`src/rtl/ps2_keyboard_ctrl_if.sv`:
```
// ps2_keyboard_ctrl_if: consumer-side byte handshake of the PS/2 keyboard receiver.
interface ps2_keyboard_ctrl_if;
    logic [7:0] data;
    logic       ready;
    logic       overflow;
    logic       nextdata_n;
    modport master (output data, output ready, output overflow, input nextdata_n);
    modport slave  (input data, input ready, input overflow, output nextdata_n);
endinterface

```
`src/rtl/ps2_keyboard_ctrl.sv`:
```
// ps2_keyboard_ctrl: PS/2 frame receiver feeding a small byte FIFO read via ready/nextdata_n.
module ps2_keyboard_ctrl #(
    parameter int FIFO_DEPTH  = 8,
    parameter int SYNC_STAGES = 3
) (
    input  logic                  clk,
    input  logic                  clrn,
    input  logic                  ps2_clk,
    input  logic                  ps2_data,
    ps2_keyboard_ctrl_if.master   bus
);
    localparam int AW = $clog2(FIFO_DEPTH);
    localparam logic [AW-1:0] PTR_ONE = 1;

    logic [SYNC_STAGES-1:0] r_sync;
    logic [3:0]             r_cnt;
    logic [9:0]             r_buf;
    logic [7:0]             r_mem [FIFO_DEPTH];
    logic [AW-1:0]          r_wptr;
    logic [AW-1:0]          r_rptr;
    logic                   r_ovf;

    logic w_fall;
    logic w_valid;
    logic w_empty;
    logic w_full;
    logic w_pop;

    assign w_fall  = r_sync[SYNC_STAGES-1] & ~r_sync[SYNC_STAGES-2];
    // stop bit is the live pin value; parity is odd over data plus parity bit
    assign w_valid = w_fall && (r_cnt == 4'd10) && !r_buf[0] && ps2_data && (^r_buf[9:1]);
    assign w_empty = (r_wptr == r_rptr);
    assign w_full  = ((r_wptr + PTR_ONE) == r_rptr);
    assign w_pop   = !w_empty && !bus.nextdata_n;

    assign bus.data     = r_mem[r_rptr];
    assign bus.ready    = !w_empty;
    assign bus.overflow = r_ovf;

    always_ff @(posedge clk) begin
        if (clrn) begin
            r_sync <= '1;
            r_cnt  <= '0;
            r_buf  <= '0;
            r_wptr <= '0;
            r_rptr <= '0;
            r_ovf  <= 1'b0;
            for (int i = 0; i < FIFO_DEPTH; i++) r_mem[i] <= '0;
        end else begin
            r_sync <= {r_sync[SYNC_STAGES-2:0], ps2_clk};
            if (w_fall) begin
                if (r_cnt == 4'd10) begin
                    r_cnt <= '0;
                end else begin
                    r_buf[r_cnt] <= ps2_data;
                    r_cnt        <= r_cnt + 4'd1;
                end
            end
            // full is judged on pre-pop pointers, so a same-cycle pop cannot make room
            if (w_valid) begin
                if (w_full) begin
                    r_ovf <= 1'b1;
                end else begin
                    r_mem[r_wptr] <= r_buf[8:1];
                    r_wptr        <= r_wptr + PTR_ONE;
                end
            end
            if (w_pop) r_rptr <= r_rptr + PTR_ONE;
        end
    end
endmodule

```
`src/flat_wrapper.sv`:
```
// flat-port wrapper written by rule: the top's interface ports become plain ports
module ps2_keyboard_ctrl_flat 
#(
    parameter int FIFO_DEPTH  = 8,
    parameter int SYNC_STAGES = 3
)
  (clk, clrn, ps2_clk, ps2_data, bus_data, bus_ready, bus_overflow, bus_nextdata_n);
  ps2_keyboard_ctrl_if bus_i ();
  input  logic clk;
  input  logic clrn;
  input  logic ps2_clk;
  input  logic ps2_data;
  output wire logic [$bits(bus_i.data)-1:0] bus_data;
  output wire logic [$bits(bus_i.ready)-1:0] bus_ready;
  output wire logic [$bits(bus_i.overflow)-1:0] bus_overflow;
  input wire logic [$bits(bus_i.nextdata_n)-1:0] bus_nextdata_n;
  assign bus_data = bus_i.data;
  assign bus_ready = bus_i.ready;
  assign bus_overflow = bus_i.overflow;
  assign bus_i.nextdata_n = bus_nextdata_n;
  ps2_keyboard_ctrl #(.FIFO_DEPTH(FIFO_DEPTH), .SYNC_STAGES(SYNC_STAGES)) u_core (.clk(clk), .clrn(clrn), .ps2_clk(ps2_clk), .ps2_data(ps2_data), .bus(bus_i));
endmodule
```
`config.mk`:
```
export PLATFORM = sky130hd
export DESIGN_NAME = ps2_keyboard_ctrl_flat
export DESIGN_NICKNAME = d
export VERILOG_FILES = /design/src/rtl/ps2_keyboard_ctrl_if.sv /design/src/rtl/ps2_keyboard_ctrl.sv /design/src/flat_wrapper.sv
export SDC_FILE = /design/constraint.sdc
export NUM_CORES = 1
export LEC_CHECK = 0
export ABC_AREA = 1
export CAP_MARGIN = 25
export CORE_UTILIZATION = 60
export CTS_CLUSTER_SIZE = 40
export DETAILED_ROUTE_END_ITERATION = 16
export GPL_TIMING_DRIVEN = 0
export HOLD_SLACK_MARGIN = 0.12
export PLACE_DENSITY = 0.74
export SYNTH_ARGS = -nofsm -noshare
export SYNTH_HDL_FRONTEND = slang
export SYNTH_SLANG_ARGS = --single-unit
```
`constraint.sdc`:
```
create_clock -name clk -period 7.1 [get_ports clk]
set_input_delay 1.065 -clock clk [delete_from_list [all_inputs] [get_ports clk]]
set_output_delay 1.065 -clock clk [all_outputs]
set_load 0.01 [all_outputs]
```
==> qor.csv <==
metric,value,unit
run_status,completed,
syn_nets,470,
floorplan.initialDensity,62.6,%
grt.met2_usage,44.7,%
cts_inserted_buffers,9,
post_synth.cell_area_avg,9.86,µm²
cap_violations,0,
global_route.usage.total,27.6,%
clk_root_buffer_cell,sky130_fd_sc_hd__clkbuf_8,
grt_start_max_net_pins,15,
ff2ff_path_depth,6,
critical_path_required,6030,ps
n_antenna_cell,0,
grt_overflow,0,
setup_viol,0,
synth_warnings,0,
mappedNetlistArea,0.00456,mm²
io_pins,15,
synth_commonest_cells,"sky130_fd_sc_hd__nor2_1 (71), sky130_fd_sc_hd__edfxtp_1 (64), sky130_fd_sc_hd__nor3_2 (60)",
synth.area.top_cells,"sky130_fd_sc_hd__edfxtp_1 (42%), sky130_fd_sc_hd__nor3_2 (13%), sky130_fd_sc_hd__dfxtp_1 (12%)",
area_delta_synth_final,10.9,%
finalWeightedCongestion,0.893,
setup_tns,0,ps
clk_slew_on_worst_s_h_paths,90,ps
cell_with_the_most_instances_after_synthesis,sky130_fd_sc_hd__nor2_1,
timing_worst_setup_path_type,reg2out,
synth_seq_area_share,53.9,%
critical_path.max_fanout,10,
floorplan.die.height,89.2,µm
die_width,89.2,µm
clk_latency,350,ps
worst_ir_drop_vdd,115,µV
synth-edff-count,64,
cells_on_worst_hold_path,1,
grt_most_used_layer,met2,
wl_per_cell,16.7,µm
max-clock-path-buffers,2,
synthesis.instances,463,
core_area,0.00729,mm²
power-per-cell-area,216,mW/mm²
num_rows,31,
worst_pin_slew,1040,ps
rsz0062_at_grt,false,
synth_largest_type_area_fraction,42.1,%
slew_headroom,29.8,%
fp.dieArea,0.00796,mm²
hold_path_class,reg2reg,
report.final.slew_viol_count,0,
clock_sink_count,91,
finalHoldViolations,0,
synth.ff_latch_count,91,
post_drt_via_cell_ratio,5.82,
fin_worst_skew,13.2,ps
yosysUniqueCellTypes,27,
power_leakage,1.68,nW
dp.final_hpwl,7090,µm
drt-initial-drc-count,266,
synth_top_cell_by_area,sky130_fd_sc_hd__edfxtp_1,
cts_resized,0,
clock_tree_from_tritoncts,yes,
grt_pass1_wl,15900,µm
postRouteWirelength,9990,µm
fmax,287,MHz
synth-main-ff-cell,sky130_fd_sc_hd__edfxtp_1,
period_needed,3480,ps
worst-endpoint-arrival,2420,ps
ctsHtreeMaxLevel,3,
vias,3472,
final.period_utilization,49.0,%
fin_util,69.4,%
drt_first_pass_iters,4,
portBuffers,14,
drc,0,
via_count_of_the_first_global_routing_pass,3148,
nets,500,
holdBufCountCts,0,
grt_antenna_before_repair,0,
globalRouteMet3Util,4.89,%
detail-route-antenna-nets,0,
synth-async-reset-ratio,0,%
setup_fix_buffers_added_after_clock_tree_synthesis,0,
final_layout_size_suffix_gt1_share,21.5,%
use_met1,36.1,%
setup.worst_path.start_class,flop,
timing.critical_path.to_type,output port,
-- report_power, final --
group / leakage [nW] / internal [mW] / total [mW] / switching [mW]
Sequential: 0.879 / 0.582 / 0.593 / 0.0109
Clock: 0.0968 / 0.199 / 0.375 / 0.176
Combinational: 0.709 / 0.0494 / 0.123 / 0.0741
-- registers in the layout, summed over array words and instances (netlist names), named ones only --
signal / cells
u_core.r_rptr: 3
u_core.r_wptr: 3
u_core.r_cnt: 4
u_core.r_mem: 64
u_core.bus.overflow: 1
u_core.r_sync: 3
u_core.r_buf: 10
-- cell families (layout without fill, tap and decap cells) --
family | count (synthesis) | count (layout) | synth area share [%]
adders and majority gates | 2 | 2 | 0.548
AOI/OAI and AO/OA | 87 | 87 | 9.98
and+or+nand+nor | 215 | 215 | 28.0
xor gates and xnor gates | 5 | 5 | 0.960
DFF | 91 | 91 | 53.9
buffers and inverters | 63 | 98 | 6.55
-- cell type report --
cell class,count,area [µm²]
Sequential cell,91,2460
Fill cell,585,2230
Multi-Input combinational cell,309,1800
Timing Repair Buffer,19,165
Buffer,25,156
Inverter,38,143
Clock buffer,12,135
Tap cell,99,124
Clock inverter,4,75.1
-- stage by stage --
stage / std cells / area, µm² / worst slack (ps) / power, mW / hold slack [ps]
2_1_floorplan: 463 / 4560 / 4400 / 0.678 / 389
3_3_place_gp: 576 / 4830 / 3290 / 0.723 / 394
3_5_place_dp: 579 / 4840 / 3460 / 0.727 / 398
4_1_cts: 595 / 5050 / 3620 / 1.09 / 421
5_1_grt: 597 / 5060 / 3370 / 1.13 / 444
6_report: 597 / 5060 / 3620 / 1.09 / 419
-- cell usage in the layout (no fill, tap or decap) --
| master | count |
|---|---|
| sky130_fd_sc_hd__xnor2_1 | 3 |
| sky130_fd_sc_hd__inv_1 | 26 |
| sky130_fd_sc_hd__xor2_1 | 2 |
| sky130_fd_sc_hd__nor2_1 | 71 |
| sky130_fd_sc_hd__nor3_1 | 7 |
| sky130_fd_sc_hd__nor3_2 | 60 |
| sky130_fd_sc_hd__nand2_2 | 3 |
| sky130_fd_sc_hd__bufinv_16 | 2 |
| sky130_fd_sc_hd__clkbuf_1 | 18 |
| sky130_fd_sc_hd__o21ai_0 | 53 |
| sky130_fd_sc_hd__nand2_1 | 48 |
| sky130_fd_sc_hd__nand4_1 | 2 |
| sky130_fd_sc_hd__nor2_2 | 1 |
| sky130_fd_sc_hd__clkbuf_8 | 9 |
| sky130_fd_sc_hd__buf_6 | 8 |
| sky130_fd_sc_hd__nand4_4 | 2 |
| sky130_fd_sc_hd__ha_1 | 2 |
| sky130_fd_sc_hd__o22ai_1 | 8 |
| sky130_fd_sc_hd__or2_2 | 2 |
| sky130_fd_sc_hd__nand2_4 | 1 |
| sky130_fd_sc_hd__clkinvlp_4 | 2 |
| sky130_fd_sc_hd__clkinv_1 | 2 |
| sky130_fd_sc_hd__nand3_1 | 17 |
| sky130_fd_sc_hd__nand3b_1 | 1 |
| sky130_fd_sc_hd__clkdlybuf4s50_1 | 14 |
| sky130_fd_sc_hd__buf_2 | 7 |
| sky130_fd_sc_hd__inv_2 | 10 |
| sky130_fd_sc_hd__a31oi_1 | 8 |
| sky130_fd_sc_hd__a21oi_1 | 18 |
| sky130_fd_sc_hd__dfxtp_1 | 27 |
| sky130_fd_sc_hd__edfxtp_1 | 64 |
-- metal layers --
metal  up-vias  part of all wire [%]
li1       1665                     -
met5         -                     0
met3        22                   6.3
met1      1648                    43
met2       137                    48
met4         0                   2.6
-- worst paths after layout --
path | from | to | slack [ps]
hold reg to reg | u_core.r_sync[0] | u_core.r_sync[1] | 420
hold / removal | u_core.r_sync[0] | u_core.r_sync[1] | 420
setup / recovery | flop | bus_data[5] | 3620
setup reg to reg | u_core.r_wptr[1] | u_core.r_mem[2][7] | 4390
-- worst max-delay path: stages, from the launching register on --
cell	delay, ps
sky130_fd_sc_hd__dfxtp_1	410
sky130_fd_sc_hd__inv_1	190
sky130_fd_sc_hd__clkbuf_1	360
sky130_fd_sc_hd__o21ai_0	160
sky130_fd_sc_hd__o22ai_1	190
sky130_fd_sc_hd__nor2_1	60
sky130_fd_sc_hd__a31oi_1	140
sky130_fd_sc_hd__clkdlybuf4s50_1	550
Note: power is estimated with default switching activity, not from simulation.
